$ cat src/rtl/seq_counter_gen.sv
// rtl/seq_counter_gen.sv - parametrised step counter with one-hot timing outputs T0..Tn
// Optional macro SC_HOLD_EN adds a hold (stall) input ranked below reset/clr and above load/inc.
module seq_counter_gen #(
    parameter int WIDTH     = 4,
    parameter int MAX_COUNT = 7,
    parameter int WRAP      = 1
) (
    input  logic                 clk,
    input  logic                 reset,
    input  logic                 clr,
    input  logic                 inc,
    input  logic                 load,
    input  logic [WIDTH-1:0]     load_value,
`ifdef SC_HOLD_EN
    input  logic                 hold,
`endif
    output logic [WIDTH-1:0]     number,
    output logic [MAX_COUNT:0]   t_onehot,
    output logic                 tc,
    output logic                 wrapped,
    output logic                 load_err
);

    localparam logic [WIDTH-1:0] MAX_V = WIDTH'(MAX_COUNT);

    if (WIDTH < 1 || MAX_COUNT < 1 || 64'(MAX_COUNT) >= (64'd1 << WIDTH)) begin : g_param_check
        $error("seq_counter_gen: illegal parameters WIDTH=%0d MAX_COUNT=%0d", WIDTH, MAX_COUNT);
    end

    always_ff @(posedge clk) begin
        if (reset) begin
            number   <= '0;
            wrapped  <= 1'b0;
            load_err <= 1'b0;
        end else if (clr) begin
            number   <= '0;
            wrapped  <= 1'b0;
            load_err <= 1'b0;
`ifdef SC_HOLD_EN
        end else if (hold) begin
            wrapped  <= 1'b0;
            load_err <= 1'b0;
`endif
        end else if (load) begin
            wrapped <= 1'b0;
            // Out-of-range loads clamp to the terminal step so number never leaves 0..MAX_COUNT.
            if (load_value > MAX_V) begin
                number   <= MAX_V;
                load_err <= 1'b1;
            end else begin
                number   <= load_value;
                load_err <= 1'b0;
            end
        end else if (inc) begin
            load_err <= 1'b0;
            if (number < MAX_V) begin
                number  <= number + WIDTH'(1);
                wrapped <= 1'b0;
            end else if (WRAP != 0) begin
                number  <= '0;
                wrapped <= 1'b1;
            end else begin
                wrapped <= 1'b0;
            end
        end else begin
            wrapped  <= 1'b0;
            load_err <= 1'b0;
        end
    end

    always_comb begin
        t_onehot = '0;
        for (int k = 0; k <= MAX_COUNT; k++) begin
            t_onehot[k] = (number == WIDTH'(k));
        end
    end

    assign tc = (number == MAX_V);

endmodule

$ cat config.mk
export PLATFORM = sky130hd
export DESIGN_NAME = seq_counter_gen
export DESIGN_NICKNAME = d
export VERILOG_FILES = /design/src/rtl/seq_counter_gen.sv
export SDC_FILE = /design/constraint.sdc
export NUM_CORES = 1
export LEC_CHECK = 0
export ABC_AREA = 1
export CAP_MARGIN = 20
export CORE_AREA = 3 3 40 42
export DETAILED_ROUTE_END_ITERATION = 12
export DIE_AREA = 0 0 43 45
export GPL_ROUTABILITY_DRIVEN = 0
export PLACE_DENSITY = 0.68
export SETUP_SLACK_MARGIN = 0.4
export SKIP_CTS_REPAIR_TIMING = 1
export SYNTH_ARGS = -nofsm -noshare
export SYNTH_HDL_FRONTEND = slang
export SYNTH_SLANG_ARGS = --single-unit
export TNS_END_PERCENT = 10
$ cat constraint.sdc
create_clock -name clk -period 1.54 [get_ports clk]
set_input_delay 0.462 -clock clk [delete_from_list [all_inputs] [get_ports clk]]
set_output_delay 0.462 -clock clk [all_outputs]
set_load 0.005 [all_outputs]
==> implementation parameters <==
Parameter                              Value

Setup path
  Worst-path fanout max ... 4
  CP Data Required Time ... 1.08 ns
  Worst setup path category ... reg2out
  Arrival time worst endpoint ... 1.12 ns
  Kind of start point of the critical path ... register
  Slowest cell delay on critical path ... 0.35 ns
  Combined buffer and inverter count along the critical path ... 4
  Slowest CP cell ... sky130_fd_sc_hd__dfxtp_4
  Sequence of cells on the critical path ... buf_6 -> inv_6 -> ha_4 -> inv_2 -> nor2_1 -> buf_2
  Critical path endpoint category ... output port
  Family of cells with the greatest summed delay on the critical path ... flip-flops

Timing
  Final critical-path share of the clock period ... 103%
  Unrepaired setup endpoints after global routing ... true
  Final setup vio count ... 4
  Final hold violation count ... 0
  Total negative setup slack ... -0.153 ns
  Worst hold margin ... 0.515 ns
  Worst-case clock skew ... 0.00255 ns
  Max Slew Vio Count ... 0
  Maximum achievable frequency ... 631 MHz
  Post-route minimum period ... 1.59 ns
  Worst rel slew slack ... 82.6%
  Worst Tran Pin Value ... 0.260 ns
  Worst-case setup margin in the final layout ... -0.0452 ns

Synthesis
  Area share of xor/xnor cells in the synthesized design ... 0%
  Synthesized cell area ... 412 µm²
  Dominant combinational cell family by area after synthesis ... simple AND/OR/NAND/NOR gates
  Adder and majority cell fraction of the synthesized area ... 12.2%
  Share of the synthesized area in compound gates (AO/OA/AOI/OAI) ... 8.51%
  Mean area per synthesized cell ... 6.05 µm²
  Mux contribution to synthesized area ... 0%
  Sequential fraction of the synthesis area ... 29.2%
  Post-synthesis instance total ... 68
  Synthesized netlist net count ... 81
  Synth warnings ... 0
  Synth unique cells ... 14
  Post-synthesis register bit count ... 6
  Post-synthesis share of cell area spent on and, or, nand and nor gates ... 37.4%

GRT
  Wire length of the first global-routing pass ... 1880 µm
  Total routing resource utilization after global routing ... 13.0%
  Via count of the first global-routing pass ... 483
  GRT overflow ... 0
  Largest net degree at the start of global routing ... 8
  Initial antenna violation count ... 0

Place
  Sum of net half-perimeters after detailed placement ... 939 µm
  Port bufs ... 23

Routing
  Number of nets still failing antenna checks after routing ... 0
  Total number of vias ... 531
  Routed length per placed instance ... 9.80 µm
  Total Routed Length ... 1200 µm
  Iteration-0 DRC count of the detailed router ... 3
  Remaining design rule violation count ... 0
  Number of iterations in the first detailed-routing pass ... 4
  Ratio of routed vias to standard cells ... 4.35

Pwr
  Maximum VDD drop ... 0.486 mV
  Power density cells ... 534 nW/µm²
  Static leakage ... 0.486 nW

Clocking
  Clk sinks ... 6
  TritonCTS clock tree ... yes
  Root Buffer Master ... sky130_fd_sc_hd__clkbuf_4
  Number of H-tree branching levels ... 1
  Cts bufs inserted ... 3
  CTS max path bufs ... 2
  Post-CTS clock slew at the launch and capture registers of the worst setup and hold paths ... 0.05 ns
  Skew-Pair Late Insertion Delay ... 0.25 ns

Flow run
  Number of max-cap violations ... 0

Cells and area
  Fraction of final layout cells sized beyond drive strength 1 ... 48.6%
  Area Growth Syn to Fin ... 107%
  Antenna Diode Count ... 0
  # fillers ... 120
  # nets final ... 121

Die
  Number of top-level pins ... 24
  Initial Utilization ... 32.0%
  Num rows ... 13
  Full die area ... 1940 µm²
  Die Y ... 45 µm
  Placeable Area ... 1280 µm²
  Die Span X ... 43 µm

Run status
  Violations in the final reports ... negative setup slack
  Result of the run ... finished with violations

Min path
  Path category of the worst min-delay check ... in2reg
[report_power, final]
group          switching (W)  internal (W)  total [W]
sequential        0.00000653      0.000158   0.000165
combinational      0.0000572     0.0000711   0.000128
clock              0.0000638     0.0000986   0.000162
[worst paths after layout]
kind | startpoint | endpoint | slack, ns | cells past startpoint
setup reg to reg | number[1]$_SDFFE_PP0P_ | number[1]$_SDFFE_PP0P_ | 0.35 | 7
hold / removal | load_value[3] | load_err$_SDFF_PP0_ | 0.51 | 3
setup / recovery | number[0]$_SDFFE_PP0P_ | t_onehot[4] | -0.05 | 6
hold reg to reg | number[3]$_SDFFE_PP0P_ | number[3]$_SDFFE_PP0P_ | 0.59 | 3
[worst reg2reg max path: cells and delay by family (launching register included)]
family | cells | cell delay (ns)
DFF | 1 | 0.37
AOI/OAI and AO/OA | 1 | 0.09
and+or+nand+nor | 3 | 0.33
buffers and inverters | 2 | 0.16
adders and majority gates | 1 | 0.18
[area by class of cell]
cell class,instances,area (µm²),share of cell area (%)
inverters,12,50.0,5.87
well taps,15,18.8,2.20
clock buffers,4,26.3,3.08
multi-input cells,49,322,37.7
repair buffers,36,303,35.5
flip-flops and latches,6,134,15.7
[Yosys cell counts]
cell type,number,share of area [%]
sky130_fd_sc_hd__or2_2,1,1.5
sky130_fd_sc_hd__nor3_1,1,1.2
sky130_fd_sc_hd__ha_1,4,12
sky130_fd_sc_hd__nand2_2,1,1.5
sky130_fd_sc_hd__nor2_1,20,18
sky130_fd_sc_hd__inv_2,1,0.91
sky130_fd_sc_hd__buf_4,1,1.8
sky130_fd_sc_hd__nand2_1,12,11
sky130_fd_sc_hd__o21ai_0,4,4.9
sky130_fd_sc_hd__dfxtp_1,6,29
sky130_fd_sc_hd__inv_1,11,10
sky130_fd_sc_hd__nand4_1,1,1.5
sky130_fd_sc_hd__a21oi_1,3,3.6
sky130_fd_sc_hd__nand3_1,2,2.4
[layout by cell type, fill, tap and decap left out]
cell / n
sky130_fd_sc_hd__dfxtp_1: 1
sky130_fd_sc_hd__dlymetal6s2s_1: 6
sky130_fd_sc_hd__clkdlybuf4s50_1: 5
sky130_fd_sc_hd__or2_4: 1
sky130_fd_sc_hd__nand2_1: 10
sky130_fd_sc_hd__nand2_4: 1
sky130_fd_sc_hd__nand4_1: 1
sky130_fd_sc_hd__dfxtp_4: 3
sky130_fd_sc_hd__clkbuf_2: 3
sky130_fd_sc_hd__nand3_1: 2
sky130_fd_sc_hd__dfxtp_2: 2
sky130_fd_sc_hd__nor2_1: 16
sky130_fd_sc_hd__nand2_2: 2
sky130_fd_sc_hd__nor3_2: 1
sky130_fd_sc_hd__nor2_4: 1
sky130_fd_sc_hd__buf_2: 7
sky130_fd_sc_hd__inv_2: 5
sky130_fd_sc_hd__buf_6: 4
sky130_fd_sc_hd__a21oi_1: 3
sky130_fd_sc_hd__nor2_2: 3
sky130_fd_sc_hd__clkbuf_4: 3
sky130_fd_sc_hd__buf_4: 11
sky130_fd_sc_hd__inv_6: 1
sky130_fd_sc_hd__o21ai_0: 4
sky130_fd_sc_hd__ha_4: 4
sky130_fd_sc_hd__clkbuf_1: 1
sky130_fd_sc_hd__inv_1: 6
[flip-flops by register name, indices dropped and copies added (netlist names)]
register	count
load_err	1
number	4
wrapped	1
[per-layer routing]
layer  routed length [µm]  track usage (%)  vias up
met5                    0                0        -
met4                    0             3.61        0
met3                   66             5.98        0
met2                  613             21.9       15
met1                  515             15.1      231
li1                     -                -      285
[through the flow]
step                      instance area [µm²]  power (W)  worst slack (ns)  cells  utilization [%]
after global placement                    753   0.000280            -0.142    113             58.6
after CTS                                 779   0.000450            -0.446    117             60.7
after floorplan                           455   0.000214             0.279     68                -
final                                     853   0.000456           -0.0452    122             66.4
after detailed placement                  753   0.000281            -0.168    113             58.6
after global routing                      853   0.000491            -0.106    122             66.4
[logic make-up after synthesis]
| logic type | Yosys count |
|---|---|
| simple gates | 38 |
| fa+ha+maj | 4 |
| flops | 6 |
| buf+inv | 13 |
| compound gates | 7 |
Note: power is estimated with default switching activity, not from simulation.
